**config.mk**
```make
export PLATFORM = sky130hd
export DESIGN_NAME = dual_slope_ctrl
export DESIGN_NICKNAME = d
export VERILOG_FILES = /design/src/rtl/dual_slope_ctrl.sv
export SDC_FILE = /design/constraint.sdc
export NUM_CORES = 1
export LEC_CHECK = 0
export BUFFER_PORTS_ARGS = -buffer_cell sky130_fd_sc_hd__buf_2
export CORE_MARGIN = 2
export CORE_UTILIZATION = 50
export DETAILED_ROUTE_END_ITERATION = 8
export GPL_TIMING_DRIVEN = 1
export PLACE_DENSITY = 0.83
export SKIP_CTS_REPAIR_TIMING = 1
export SYNTH_ARGS = -nofsm -noshare
export SYNTH_HDL_FRONTEND = slang
export SYNTH_SLANG_ARGS = --single-unit
export TNS_END_PERCENT = 5
```
**constraint.sdc**
```tcl
create_clock -name clk_i -period 4.3 [get_ports clk_i]
set_clock_uncertainty 0.2 [all_clocks]
set_input_delay 0.645 -clock clk_i [delete_from_list [all_inputs] [get_ports clk_i]]
set_output_delay 0.645 -clock clk_i [all_outputs]
set_load 0.03 [all_outputs]
```
**src/rtl/dual_slope_ctrl.sv**
```systemverilog
// Dual-slope ADC sequencer: auto-zero, fixed integrate, timed de-integrate, result handshake.
// Define DUAL_SLOPE_BIPOLAR_EN to pick the reference polarity from the comparator at integrate end.
module dual_slope_ctrl #(
  parameter logic [15:0] T_AZ        = 16'd100,
  parameter logic [15:0] T_INT       = 16'd1000,
  parameter logic [15:0] T_DEINT_MAX = 16'd2000
) (
  input  logic        clk_i,
  input  logic        rst_i,
  input  logic        start_i,
  input  logic        cmp_i,
  output logic        cnt_en_o,
  output logic        cnt_clear_o,
  output logic [15:0] cnt_limit_o,
  input  logic        cnt_busy_i,
  input  logic        cnt_done_i,
  input  logic [15:0] cnt_count_i,
  output logic [1:0]  sw_sel_o,
  output logic        busy_o,
  output logic [15:0] result_o,
  output logic        result_valid_o,
  input  logic        result_ready_i,
  output logic        overrange_o,
  output logic        sign_o
);

  localparam int unsigned CntW = 16;

  localparam logic [1:0] SwShort = 2'b00;
  localparam logic [1:0] SwVin   = 2'b01;
  localparam logic [1:0] SwVrefP = 2'b10;
  localparam logic [1:0] SwVrefN = 2'b11;

  typedef enum logic [2:0] {
    IDLE   = 3'd0,
    AZ     = 3'd1,
    INT    = 3'd2,
    DEINT  = 3'd3,
    RESULT = 3'd4
  } state_e;

  state_e            state_q;
  logic              first_q;
  logic              cnt_en_q;
  logic              cnt_clear_q;
  logic [CntW-1:0]   cnt_limit_q;
  logic [1:0]        sw_sel_q;
  logic              busy_q;
  logic [CntW-1:0]   result_q;
  logic              result_valid_q;
  logic              overrange_q;

  // Comparator level that means "integrator back at zero" during de-integrate.
  logic              term_lvl_c;
  logic              cmp_hit_c;
  logic [1:0]        deint_sw_d;

`ifdef DUAL_SLOPE_BIPOLAR_EN
  logic              sign_q;
  logic              sign_d;

  assign sign_d     = ~cmp_i;
  assign deint_sw_d = cmp_i ? SwVrefP : SwVrefN;
  assign term_lvl_c = sign_q;
  assign sign_o     = sign_q;
`else
  assign deint_sw_d = SwVrefP;
  assign term_lvl_c = 1'b0;
  assign sign_o     = 1'b0;
`endif

  // Counter may flag done in the same cycle the comparator trips; the comparator wins.
  assign cmp_hit_c = (cmp_i == term_lvl_c) && (cnt_busy_i || cnt_done_i);

  always_ff @(posedge clk_i or posedge rst_i) begin
    if (rst_i) begin
      state_q        <= IDLE;
      first_q        <= 1'b0;
      cnt_en_q       <= 1'b0;
      cnt_clear_q    <= 1'b0;
      cnt_limit_q    <= '0;
      sw_sel_q       <= SwShort;
      busy_q         <= 1'b0;
      result_q       <= '0;
      result_valid_q <= 1'b0;
      overrange_q    <= 1'b0;
`ifdef DUAL_SLOPE_BIPOLAR_EN
      sign_q         <= 1'b0;
`endif
    end else begin
      case (state_q)
        IDLE: begin
          cnt_en_q    <= 1'b0;
          cnt_clear_q <= 1'b0;
          if (start_i) begin
            state_q     <= AZ;
            first_q     <= 1'b1;
            cnt_clear_q <= 1'b1;
            cnt_limit_q <= T_AZ;
            sw_sel_q    <= SwShort;
            busy_q      <= 1'b1;
          end
        end

        AZ: begin
          if (first_q) begin
            first_q     <= 1'b0;
            cnt_clear_q <= 1'b0;
            cnt_en_q    <= 1'b1;
          end else if (cnt_done_i) begin
            state_q     <= INT;
            first_q     <= 1'b1;
            cnt_clear_q <= 1'b1;
            cnt_en_q    <= 1'b0;
            cnt_limit_q <= T_INT;
            sw_sel_q    <= SwVin;
          end
        end

        INT: begin
          if (first_q) begin
            first_q     <= 1'b0;
            cnt_clear_q <= 1'b0;
            cnt_en_q    <= 1'b1;
          end else if (cnt_done_i) begin
            state_q     <= DEINT;
            first_q     <= 1'b1;
            cnt_clear_q <= 1'b1;
            cnt_en_q    <= 1'b0;
            cnt_limit_q <= T_DEINT_MAX;
            sw_sel_q    <= deint_sw_d;
`ifdef DUAL_SLOPE_BIPOLAR_EN
            sign_q      <= sign_d;
`endif
          end
        end

        DEINT: begin
          if (first_q) begin
            first_q     <= 1'b0;
            cnt_clear_q <= 1'b0;
            cnt_en_q    <= 1'b1;
          end else if (cmp_hit_c || cnt_done_i) begin
            state_q        <= RESULT;
            cnt_clear_q    <= 1'b1;
            cnt_en_q       <= 1'b0;
            sw_sel_q       <= SwShort;
            result_valid_q <= 1'b1;
            result_q       <= cmp_hit_c ? cnt_count_i : 16'hFFFF;
            overrange_q    <= ~cmp_hit_c;
          end
        end

        RESULT: begin
          cnt_clear_q <= 1'b0;
          cnt_en_q    <= 1'b0;
          if (result_valid_q && result_ready_i) begin
            state_q        <= IDLE;
            result_valid_q <= 1'b0;
            busy_q         <= 1'b0;
          end
        end

        default: begin
          state_q  <= IDLE;
          first_q  <= 1'b0;
          cnt_en_q <= 1'b0;
          busy_q   <= 1'b0;
        end
      endcase
    end
  end

  assign cnt_en_o       = cnt_en_q;
  assign cnt_clear_o    = cnt_clear_q;
  assign cnt_limit_o    = cnt_limit_q;
  assign sw_sel_o       = sw_sel_q;
  assign busy_o         = busy_q;
  assign result_o       = result_q;
  assign result_valid_o = result_valid_q;
  assign overrange_o    = overrange_q;

endmodule

```
==> results.md <==
- The area share of the largest cell type after synthesis is 53.8%.
- The achievable frequency is 459 MHz.
- TritonCTS built the clock tree.
- The first TritonRoute pass finished after 4 iterations.
- The leading area contributor after synthesis is dfrtp_1.
- The required time at the worst-slack endpoint is 4.32 ns.
- The count of nets left with antenna violations once routing finished came out at 0.
- Fill cells in the final layout number 229.
- After detailed routing, the number of remaining DRC violations is 0.
- Counting along the longest clock path gives a buffer depth of 2.
- By count the netlist is led by dfrtp_1, o22a_1, buf_4.
- 0 antenna diodes ended up in the layout.
- Synthesis inferred 33 register bits.
- The via count of the first global-routing pass is 1160.
- The number of enable flip-flop cells after synthesis is 0.
- The net count reported at finish is 217.
- The predominant post-synthesis flop cell is dfrtp_1.
- The number of antenna violations at the first check in global routing is 0.
- The die covers 3530 um^2.
- The cell count after synthesis is 144.
- The fraction of registers with async set/reset is 100%.
- The final weighted congestion in routability-driven placement is 0.790.
- On the critical path, the stage with the largest delay is an instance of or4_1.
- The area of the multi-input gates is 567 um^2.
- The count of maximum capacitance violations is 0.
- After layout, the worst path uses 50.7% of the clock period.
- Summing the sequential cell areas from Yosys gives 53.8% of the chip area.
- Of all nets on the critical path, the largest fanout is 18.
- Measured along the y axis, the die boundary spans 59.4 um.
- Global routing consumed, over all layers together, 18.8% of the routing resources.
- The tree is rooted in a clkbuf_4.
- The area used by sequential logic in the layout is 826 um^2.
- For this run the aggregate overflow at the end of global routing stands at 0.
- The clock transition time at the flip-flop clock pins of the worst setup and hold paths is 0.10 ns.
- The net switching power is 683 uW.
- The post-route setup TNS is 0 ns.
- The worst voltage drop across the vdd grid is 0.404 mV.
- The overall die width is 59.4 um.
- The switching power as a share of total power is 46.4%.
- The cell area after technology mapping is 1530 um^2.
- The endpoint of the most critical register-to-register path is result_o[15]$_DFFE_PP0P_.
- The floorplan has 20 rows.
- The depth of the most critical reg-to-reg path is 3.
- The HPWL after detailed placement is 2260 um.
- The maximum number of pins on one net before global-route repair is 34.
- Setup repair after global routing left no endpoint under its margin.
- Of the total power, registers draw 38.0%.
- The number of I/O port buffers is 54.
- The flow ran to the end, and the final reports show no timing, DRC or antenna violations.
- In this run the worst setup path begins at state_q[1]$_DFFE_PP0P_.
- In the routed layout, each cell is associated on average with a via count of 5.36.
- The setup check on the worst reg-to-reg path leaves a slack of 2.12 ns.
- The floorplan step defined a core boundary enclosing 2980 um^2.
- Buffers inserted during clock tree synthesis total 5.
- The worst slack on hold paths is 0.171 ns.
- The number of primary I/O pins is 63.
- Once layout is complete, the utilization of the core stands at 60.8%.
- At the worst endpoint, the arrival time is 2.20 ns.
- The number of H-tree levels is 2.
- The kind of capture point of the worst setup path is a flip-flop.
- STA classifies the critical path startpoint as a flip-flop.
- Internal power comes to 789 uW.
- The post-route minimum period is 2.18 ns.
- The path class of the tightest hold or removal check is in -> async.
- In the post-synthesis netlist, the biggest area contributors are dfrtp_1, o22a_1, buf_4.
- The setup path with the least slack is of type reg -> reg.
- Once layout is complete, the cells apart from fillers number 228.
- The most common cell in the synthesized netlist is dfrtp_1.
- The wire length of the first global-routing pass is 4820 um.
- Summed over all cells, the static leakage comes to 0.000854 uW.
- Combinational logic is responsible for 48.7% of the overall power.
- In the final routed layout, each cell accounts on average for 13.5 um.
- The final-report setup violation count is 0.
- The initial standard-cell utilization of the core is 51.5%.
- On the worst path, the slowest cell contributes a delay of 0.74 ns.
- The clock latency of the later-clocked register in the worst-skew pair is 0.33 ns.
- The netlist uses 38 different library cells.
- For this block, the routed nets add up to 3080 um of wire.
- The hold violation count in the final report is 0.
- In the final layout, the share of cells above drive strength 1 is 35.4%.
- The power density over the cells is 812 nW/um^2.
- Detailed routing inserted a total of 1221 vias.
- Walking the worst path, the cells encountered are o211ai_1, or4_1, o22a_1.
- The Yosys warning count is 0.
- The clock network burns 13.2% of the power.
- The number of sinks on the clock net is 33.
- The worst pin sits at a relative slew slack of 49.2%.
- The average instance in the mapped netlist occupies 10.7 um^2.
- The layout overhead on the synthesized area is 18.1%.
- For the pin with the worst max-slew slack, the measured transition is 0.762 ns.
- The max-slew violation count was 0.
- The worst register-to-register path begins at state_q[1]$_DFFE_PP0P_.
- Including well taps, the total number of placed cells is 220.
- For this block, the initial DRC count from the detailed router was 45.
==> critical path, delay by kind of cell, from the launching register on <==
| kind | cells | cell delay [ns] |
|---|---|---|
| DFF | 1 | 0.67 |
| AOI/OAI and AO/OA | 2 | 0.46 |
| and+or+nand+nor | 1 | 0.74 |
==> worst max path at each step <==
| stage | to | slack [ns] | cells after the start |
|---|---|---|---|
| 2_1_floorplan | result_o[15]$_DFFE_PP0P_ | 2.38 | 4 |
| 3_3_place_gp | result_o[10]$_DFFE_PP0P_ | 2.12 | 4 |
| 3_5_place_dp | result_o[15]$_DFFE_PP0P_ | 2.03 | 4 |
| 4_1_cts | result_o[15]$_DFFE_PP0P_ | 2.12 | 3 |
| 5_1_grt | result_o[3]$_DFFE_PP0P_ | 1.98 | 3 |
| 6_report | result_o[15]$_DFFE_PP0P_ | 2.12 | 3 |
==> flip-flops by register name, indices dropped and copies added, names as in the netlist <==
signal / flops
result_valid_o: 1
cnt_limit_o: 6
sw_sel_o: 2
cnt_en_o: 1
busy_o: 1
overrange_o: 1
result_o: 16
state_q: 3
cnt_clear_o: 1
first_q: 1
==> layout make-up <==
type                            instances  area share, %
Timing Repair Buffer                   55           15.3
Tap cell                               33           2.28
Clock buffer                            7           3.59
Sequential cell                        33           45.6
Inverter                                8           1.66
Multi-Input combinational cell         91           31.3
Clock inverter                          1          0.276
==> cell families after synthesis <==
family	share of synthesized area [%]
AOI/OAI and AO/OA	22.1
xor gates and xnor gates	0.571
buffers and inverters	10.9
DFF	53.8
other	0.244
and+or+nand+nor	12.3
==> metrics by stage <==
step / power (uW) / worst slack [ns] / area (um^2)
finish: 1470 / 2.12 / 1810
CTS: 1480 / 2.12 / 1810
floorplan: 1120 / 2.38 / 1560
detailed placement: 1290 / 2.03 / 1740
global route: 1570 / 1.98 / 1810
global placement: 1260 / 2.12 / 1740
==> cell usage in the layout (no fill, tap or decap), types with 3 or more instances in the layout <==
| cell | n |
|---|---|
| nor3_1 | 3 |
| a21oi_1 | 5 |
| nand2_1 | 10 |
| nor2b_1 | 4 |
| inv_1 | 8 |
| dfrtp_1 | 33 |
| o21ai_0 | 8 |
| nor2_1 | 8 |
| or2_2 | 3 |
| clkbuf_4 | 5 |
| conb_1 | 8 |
| o22a_1 | 16 |
| buf_2 | 54 |
==> layer usage <==
layer / vias to the layer above / routed length, um / global-route usage, %
li1: 590 / - / -
met1: 580 / 1280 / 21.7
met2: 44 / 1580 / 32.0
met3: 7 / 158 / 4.80
met4: 0 / 59 / 9.42
met5: - / 0 / 0
==> power groups by stage <==
stage	registers [uW]	logic (uW)	clock network (uW)
2_1_floorplan	730	393	0
3_3_place_gp	554	703	0
3_5_place_dp	566	722	0
4_1_cts	559	723	202
5_1_grt	580	779	211
6_report	560	717	195
No activity file was read; power rests on OpenSTA's default activity.
